==> src/rtl/adc_sample_scheduler_if.sv <==
// rtl/adc_sample_scheduler_if.sv - sample delivery stream between scheduler and consumer
interface adc_sample_scheduler_if #(
    parameter int NUM_CH = 2,
    parameter int DATA_W = 10
);
    localparam int CH_W = (NUM_CH > 1) ? $clog2(NUM_CH) : 1;

    logic [DATA_W-1:0] sample_data;
    logic [CH_W-1:0]   sample_ch;
    logic              sample_valid;
    logic              sample_ready;

    modport master (
        output sample_data,
        output sample_ch,
        output sample_valid,
        input  sample_ready
    );

    modport slave (
        input  sample_data,
        input  sample_ch,
        input  sample_valid,
        output sample_ready
    );
endinterface

==> src/rtl/adc_sample_scheduler.sv <==
// rtl/adc_sample_scheduler.sv - periodic SPI ADC conversion scheduler with channel rotation (optional ADC_SCHED_TIMEOUT_EN)
module adc_sample_scheduler #(
    parameter int NUM_CH        = 2,
    parameter int DATA_W        = 10,
    parameter int SAMPLE_PERIOD = 64,
    parameter int TIMEOUT       = 32,
    localparam int CH_W         = (NUM_CH > 1) ? $clog2(NUM_CH) : 1
) (
    input  logic                  sck,
    input  logic                  reset,
    input  logic                  enable,
    input  logic [NUM_CH-1:0]     ch_mask,
    input  logic                  clear_err,
    input  logic                  reading,
    input  logic                  write_en,
    input  logic                  miso,
    output logic                  start_read,
    output logic [CH_W-1:0]       channel_sel,
    adc_sample_scheduler_if.master smp,
    output logic                  overrun,
    output logic                  timeout_err
);
    localparam int CNT_W = (SAMPLE_PERIOD > 1) ? $clog2(SAMPLE_PERIOD) : 1;

    typedef enum logic [1:0] {S_IDLE, S_WAIT, S_REQ, S_BUSY} state_t;

    state_t            r_state;
    state_t            w_next;
    logic [CH_W-1:0]   r_chan;
    logic              r_first;
    logic [CNT_W-1:0]  r_wait_cnt;
    logic [DATA_W-1:0] r_shift;
    logic [DATA_W-1:0] r_data;
    logic [CH_W-1:0]   r_ch;
    logic              r_valid;
    logic              r_overrun;
    logic              w_can_start;
    logic              w_capture;
    logic              w_timeout;
    logic [CH_W-1:0]   w_next_ch;
    int                w_base;

    // First enabled channel at or after 'start', wrapping around the mask.
    function automatic logic [CH_W-1:0] next_channel(input logic [NUM_CH-1:0] mask, input int start);
        logic [CH_W-1:0] sel;
        logic            found;
        int              idx;
        sel   = '0;
        found = 1'b0;
        for (int k = 0; k < NUM_CH; k++) begin
            idx = (start + k) % NUM_CH;
            if (!found && mask[idx]) begin
                sel   = CH_W'(idx);
                found = 1'b1;
            end
        end
        return sel;
    endfunction

    assign w_can_start = enable && (ch_mask != '0);
    assign w_capture   = (r_state == S_BUSY) && write_en;
    assign w_base      = r_first ? 0 : int'(r_chan) + 1;
    assign w_next_ch   = next_channel(ch_mask, w_base);

    always_ff @(posedge sck) begin
        if (reset) begin
            r_state <= S_IDLE;
        end else begin
            r_state <= w_next;
        end
    end

    always_comb begin
        w_next = r_state;
        case (r_state)
            S_IDLE: if (w_can_start) w_next = S_REQ;
            S_REQ:  w_next = S_BUSY;
            S_BUSY: if (write_en || w_timeout) w_next = S_WAIT;
            S_WAIT: if (r_wait_cnt == '0) w_next = w_can_start ? S_REQ : S_IDLE;
            default: w_next = S_IDLE;
        endcase
    end

    always_comb begin
        start_read = (r_state == S_REQ);
    end

    always_ff @(posedge sck) begin
        if (reset) begin
            r_chan     <= '0;
            r_first    <= 1'b1;
            r_wait_cnt <= '0;
            r_shift    <= '0;
            r_data     <= '0;
            r_ch       <= '0;
            r_valid    <= 1'b0;
            r_overrun  <= 1'b0;
        end else begin
            if (w_next == S_REQ && r_state != S_REQ) begin
                r_chan  <= w_next_ch;
                r_first <= 1'b0;
            end

            if (w_next == S_WAIT && r_state != S_WAIT) begin
                r_wait_cnt <= CNT_W'(SAMPLE_PERIOD - 1);
            end else if (r_state == S_WAIT && r_wait_cnt != '0) begin
                r_wait_cnt <= r_wait_cnt - CNT_W'(1);
            end

            if (r_state == S_BUSY && reading) begin
                r_shift <= {r_shift[DATA_W-2:0], miso};
            end

            // A consumer accepting in the capture cycle frees the slot for the new sample.
            if (w_capture && (!r_valid || smp.sample_ready)) begin
                r_data  <= r_shift;
                r_ch    <= r_chan;
                r_valid <= 1'b1;
            end else if (r_valid && smp.sample_ready) begin
                r_valid <= 1'b0;
            end

            if (w_capture && r_valid && !smp.sample_ready) begin
                r_overrun <= 1'b1;
            end else if (clear_err) begin
                r_overrun <= 1'b0;
            end
        end
    end

`ifdef ADC_SCHED_TIMEOUT_EN
    localparam int TO_W = $clog2(TIMEOUT + 1);

    logic [TO_W-1:0] r_to_cnt;
    logic            r_got_bit;
    logic            r_timeout_err;

    // Counter holds the number of cycles elapsed since REQ.
    assign w_timeout = (r_state == S_BUSY) && !r_got_bit && !reading && !write_en
                       && (r_to_cnt >= TO_W'(TIMEOUT - 1));

    always_ff @(posedge sck) begin
        if (reset) begin
            r_to_cnt      <= '0;
            r_got_bit     <= 1'b0;
            r_timeout_err <= 1'b0;
        end else begin
            if (r_state == S_REQ) begin
                r_to_cnt  <= TO_W'(1);
                r_got_bit <= 1'b0;
            end else if (r_state == S_BUSY) begin
                if (reading) r_got_bit <= 1'b1;
                if (r_to_cnt < TO_W'(TIMEOUT)) r_to_cnt <= r_to_cnt + TO_W'(1);
            end

            if (w_timeout) begin
                r_timeout_err <= 1'b1;
            end else if (clear_err) begin
                r_timeout_err <= 1'b0;
            end
        end
    end

    assign timeout_err = r_timeout_err;
`else
    assign w_timeout   = 1'b0;
    assign timeout_err = 1'b0;
`endif

    assign channel_sel      = r_chan;
    assign smp.sample_data  = r_data;
    assign smp.sample_ch    = r_ch;
    assign smp.sample_valid = r_valid;
    assign overrun          = r_overrun;
endmodule
==> src/flat_wrapper.sv <==
// flat-port wrapper written by rule: the top's interface ports become plain ports
module adc_sample_scheduler_flat 
#(
    parameter int NUM_CH        = 2,
    parameter int DATA_W        = 10,
    parameter int SAMPLE_PERIOD = 64,
    parameter int TIMEOUT       = 32,
    localparam int CH_W         = (NUM_CH > 1) ? $clog2(NUM_CH) : 1
)
  (sck, reset, enable, ch_mask, clear_err, reading, write_en, miso, start_read, channel_sel, overrun, timeout_err, smp_sample_data, smp_sample_ch, smp_sample_valid, smp_sample_ready);
  adc_sample_scheduler_if #(.NUM_CH(NUM_CH), .DATA_W(DATA_W)) smp_i ();
  input  logic sck;
  input  logic reset;
  input  logic enable;
  input  logic [NUM_CH-1:0] ch_mask;
  input  logic clear_err;
  input  logic reading;
  input  logic write_en;
  input  logic miso;
  output logic start_read;
  output logic [CH_W-1:0] channel_sel;
  output logic overrun;
  output logic timeout_err;
  output wire logic [$bits(smp_i.sample_data)-1:0] smp_sample_data;
  output wire logic [$bits(smp_i.sample_ch)-1:0] smp_sample_ch;
  output wire logic [$bits(smp_i.sample_valid)-1:0] smp_sample_valid;
  input wire logic [$bits(smp_i.sample_ready)-1:0] smp_sample_ready;
  assign smp_sample_data = smp_i.sample_data;
  assign smp_sample_ch = smp_i.sample_ch;
  assign smp_sample_valid = smp_i.sample_valid;
  assign smp_i.sample_ready = smp_sample_ready;
  adc_sample_scheduler #(.NUM_CH(NUM_CH), .DATA_W(DATA_W), .SAMPLE_PERIOD(SAMPLE_PERIOD), .TIMEOUT(TIMEOUT)) u_core (.sck(sck), .reset(reset), .enable(enable), .ch_mask(ch_mask), .clear_err(clear_err), .reading(reading), .write_en(write_en), .miso(miso), .start_read(start_read), .channel_sel(channel_sel), .smp(smp_i), .overrun(overrun), .timeout_err(timeout_err));
endmodule
==> config.mk <==
export PLATFORM = sky130hd
export DESIGN_NAME = adc_sample_scheduler_flat
export DESIGN_NICKNAME = d
export VERILOG_FILES = /design/src/rtl/adc_sample_scheduler_if.sv /design/src/rtl/adc_sample_scheduler.sv /design/src/flat_wrapper.sv
export SDC_FILE = /design/constraint.sdc
export NUM_CORES = 1
export LEC_CHECK = 0
export ABC_AREA = 1
export CAP_MARGIN = 10
export CELL_PAD_IN_SITES_DETAIL_PLACEMENT = 2
export CELL_PAD_IN_SITES_GLOBAL_PLACEMENT = 2
export CORE_MARGIN = 2
export CORE_UTILIZATION = 28
export DETAILED_ROUTE_END_ITERATION = 6
export PLACE_DENSITY_LB_ADDON = 0.1
export SLEW_MARGIN = 20
export SYNTH_ARGS = -nofsm -noshare
export SYNTH_HDL_FRONTEND = slang
export SYNTH_SLANG_ARGS = --single-unit
==> constraint.sdc <==
create_clock -name sck -period 1.5 [get_ports sck]
set_clock_uncertainty 0.05 [all_clocks]
set_input_delay 0.225 -clock sck [delete_from_list [all_inputs] [get_ports sck]]
set_output_delay 0.225 -clock sck [all_outputs]
set_load 0.1 [all_outputs]
==> flow_metrics.py, run 1 <==
metrics = {
    "routing": {
        "drt_wl_total_mm": 3.853,
        "avgViaCountPerCell": 4.473,
        "first_iter_violations": 19,
        "num_vias": 1266,
        "drc": 0,
        "routedWlPerCell_microns": 13.61,
        "drt_pass1_iterations": 4,
        "antenna_left": 0,
    },
    "critical_path": {
        "required_ns": 1.68,
        "crit_arrival_ns": 1.56,
        "critPathLaunchType": "flop",
        "slowest_delay_ns": 0.41,
        "crit_top_cell": "nand2_4",
        "critPathCaptureType": "flop",
        "crit_chain": "nand2_2 > inv_4 > nand2_4 > buf_4 > nand2_4 > o21ai_0 > a21oi_2",
        "crit_fanout": 7,
        "cp_slowest_cell": "dfxtp_1",
        "crit_type": "flop to flop",
    },
    "timing": {
        "report.final.hold_viol_count": 0,
        "min_period_over_period_pct": 92.27,
        "setup_viol": 0,
        "fin_tns_setup_ns": 0,
        "fin_crit_ns": 1.384,
        "slew_violations": 0,
        "fmax_mhz": 722.5,
        "rsz0062_at_grt": "no",
    },
    "synth": {
        "syn-num-nets": 191,
        "synthArstFlopShare_pct": 0,
        "synth_cell_types": 24,
        "synth_area_leader_cell": "dfxtp_1",
        "avgSynthCellArea_sq_um": 7.639,
        "syn_area_sq_mm": 0.001375,
        "synth-seq-cells": 33,
        "ys_seq_area_share_pct": 48.04,
        "yosysWarnings": 0,
        "synth.most_common_cell": "dfxtp_1",
        "synth_edf_count": 0,
        "synth_flop_cell": "dfxtp_1",
        "synth.area.top_cells": "dfxtp_1 48%, a21oi_1 8.4%, nand2_1 7.9%",
        "post-synth-top-area-fraction_pct": 48.04,
        "syn_inst": 180,
        "ys_top_cells_by_count": "33 x dfxtp_1, 29 x nand2_1, 23 x a21oi_1",
    },
    "cells_and_area": {
        "drive_above_1_share_pct": 26.85,
        "final_cells": 283,
        "regArea_sq_um": 665.6,
        "nFillCells": 531,
        "fin_nets": 226,
        "diodes": 0,
        "multi_input_area_sq_um": 616.8,
        "syn2layout_area_growth_pct": 46.50,
    },
    "floorplan": {
        "row_count": 25,
        "start_util_pct": 29.11,
        "dieWidth_microns": 74.08,
        "die_h_microns": 74.08,
        "core_sq_mm": 0.004723,
        "num_io_pins": 26,
        "dieArea_sq_mm": 0.005488,
    },
    "power": {
        "ir_worst_vdd_mv": 0.4980,
        "powerDensity_mw_per_mm2": 1018,
        "leakagePower_uw": 0.0008170,
    },
    "clocking": {
        "insertion_delay_ns": 0.29,
        "cts_tree": "done",
        "cts_sinks": 33,
        "path_clk_slew_ns": 0.08,
        "cts_buffers": 5,
        "cts_hold_buf": 0,
        "cts_root_buffer": "clkbuf_8",
        "cts_max_path_buffers": 2,
        "h-tree-depth": 2,
    },
    "grt": {
        "grt_pass1_vias": 1381,
        "grt_pass1_wl_mm": 6.589,
        "grt_overflow": 0,
        "track_usage_pct": 15.74,
        "grt_max_degree": 17,
        "antenna_found_initial": 0,
    },
    "run": {
        "drv_cap": 0,
    },
    "run_status": {
        "status": "finished, final reports clean",
    },
    "place": {
        "dp_hpwl_mm": 2.885,
        "portBuffers": 24,
        "dp.cells": 275,
        "gp_congestion": 0.7411,
    },
    "hold_path": {
        "hp-class": "flop to flop",
    },
}
[cell families after synthesis]
logic type      count (synthesis)  synth area share, %
compound gates                 45                16.56
xor+xnor                        1               0.6371
fa+ha+maj                       1               0.9098
buf+inv                        26                9.463
flops                          33                48.04
other cells                     1               0.2727
simple gates                   73                24.11
[layout by cell type (no fill, tap or decap), types with 2 or more instances in the layout]
cell             instances
dfxtp_1                 31
nand2_2                  2
clkbuf_8                 5
nor2_2                   7
nor2_1                  17
a21oi_1                 22
clkdlybuf4s50_1          9
nand3_1                 11
nand2_4                  4
buf_12                  16
clkinv_2                 2
or2_2                    2
nand2_1                 28
inv_4                    3
o21ai_0                 20
inv_1                   16
buf_4                    9
[critical path, delay by kind of cell (launching register included)]
kind / cells / cell delay, ns
AOI/OAI and AO/OA: 2 / 0.30
buffers and inverters: 2 / 0.28
and+or+nand+nor: 3 / 0.29
DFF: 1 / 0.41
[per-stage QoR]
step	cell area, sq um	total power, uW	hold slack [ns]	setup slack [ns]	util (%)
after floorplan	1383	1228	0.3395	0.02921	-
after global placement	1899	1364	0.3944	-0.002931	40.21
after detailed placement	1899	1381	0.4147	-0.1123	40.21
after CTS	1984	2064	0.4261	0.0008251	42.01
after global routing	2014	2162	0.4615	0.003657	42.65
final	2014	2051	0.4245	0.1160	42.65
[metal layers]
| metal | track usage (%) | wire length [microns] | vias up |
|---|---|---|---|
| li1 | - | - | 651 |
| met1 | 17.88 | 1642 | 599 |
| met2 | 28.08 | 2058 | 11 |
| met3 | 4.201 | 95 | 5 |
| met4 | 6.061 | 57 | 0 |
| met5 | 0 | 0 | - |
[state kept, by name, summed over array words and instances (netlist names)]
register and count:
u_core.channel_sel 1, u_core.overrun 1, u_core.r_first 1, u_core.r_shift 10, u_core.r_state 2, u_core.r_wait_cnt 6, u_core.smp.sample_ch 1, u_core.smp.sample_data 10
u_core.smp.sample_valid 1
[layout make-up]
cell class	count	share of cell area, %
Clock inverter	3	0.8075
Clock buffer	5	3.416
Sequential cell	33	33.04
Timing Repair Buffer	34	23.73
Tap cell	67	4.161
Multi-Input combinational cell	121	30.62
Inverter	20	4.224
[path summary, 6_finish.rpt]
kind                startpoint                    to  slack (ns)  cells past startpoint
min          u_core.r_shift[9]     u_core.r_shift[9]        0.42                      2
max reg2reg  u_core.r_state[0]  u_core.r_wait_cnt[2]        0.12                      7
max          u_core.r_state[0]  u_core.r_wait_cnt[2]        0.12                      7
min reg2reg  u_core.r_shift[9]     u_core.r_shift[9]        0.42                      2
[report_power, final]
| part | internal [uW] | total [uW] | switching (uW) |
|---|---|---|---|
| Combinational | 166 | 435 | 269 |
| Clock | 321 | 672 | 350 |
| Sequential | 910 | 944 | 34.5 |
| Total | 1400 | 2050 | 654 |
[what timing repair did]
item                       in CTS  in global routing
pin swaps                       0                  1
setup endpoints to repair       1                  7
resized for setup               1                  8
setup buffers                   0                  0
Power figures use the tool's default switching activity.
==> run 2, diff against run 1 <==
--- a/config.mk
+++ b/config.mk
@@ -11,8 +11,10 @@
 export CELL_PAD_IN_SITES_GLOBAL_PLACEMENT = 2
 export CORE_MARGIN = 2
 export CORE_UTILIZATION = 28
+export CTS_CLUSTER_SIZE = 24
 export DETAILED_ROUTE_END_ITERATION = 6
 export PLACE_DENSITY_LB_ADDON = 0.1
+export SKIP_LAST_GASP = 1
 export SLEW_MARGIN = 20
 export SYNTH_ARGS = -nofsm -noshare
 export SYNTH_HDL_FRONTEND = slang
==> results of run 2 <==
Same layout as run 1: the final DEF is identical, and so are final timing and power.
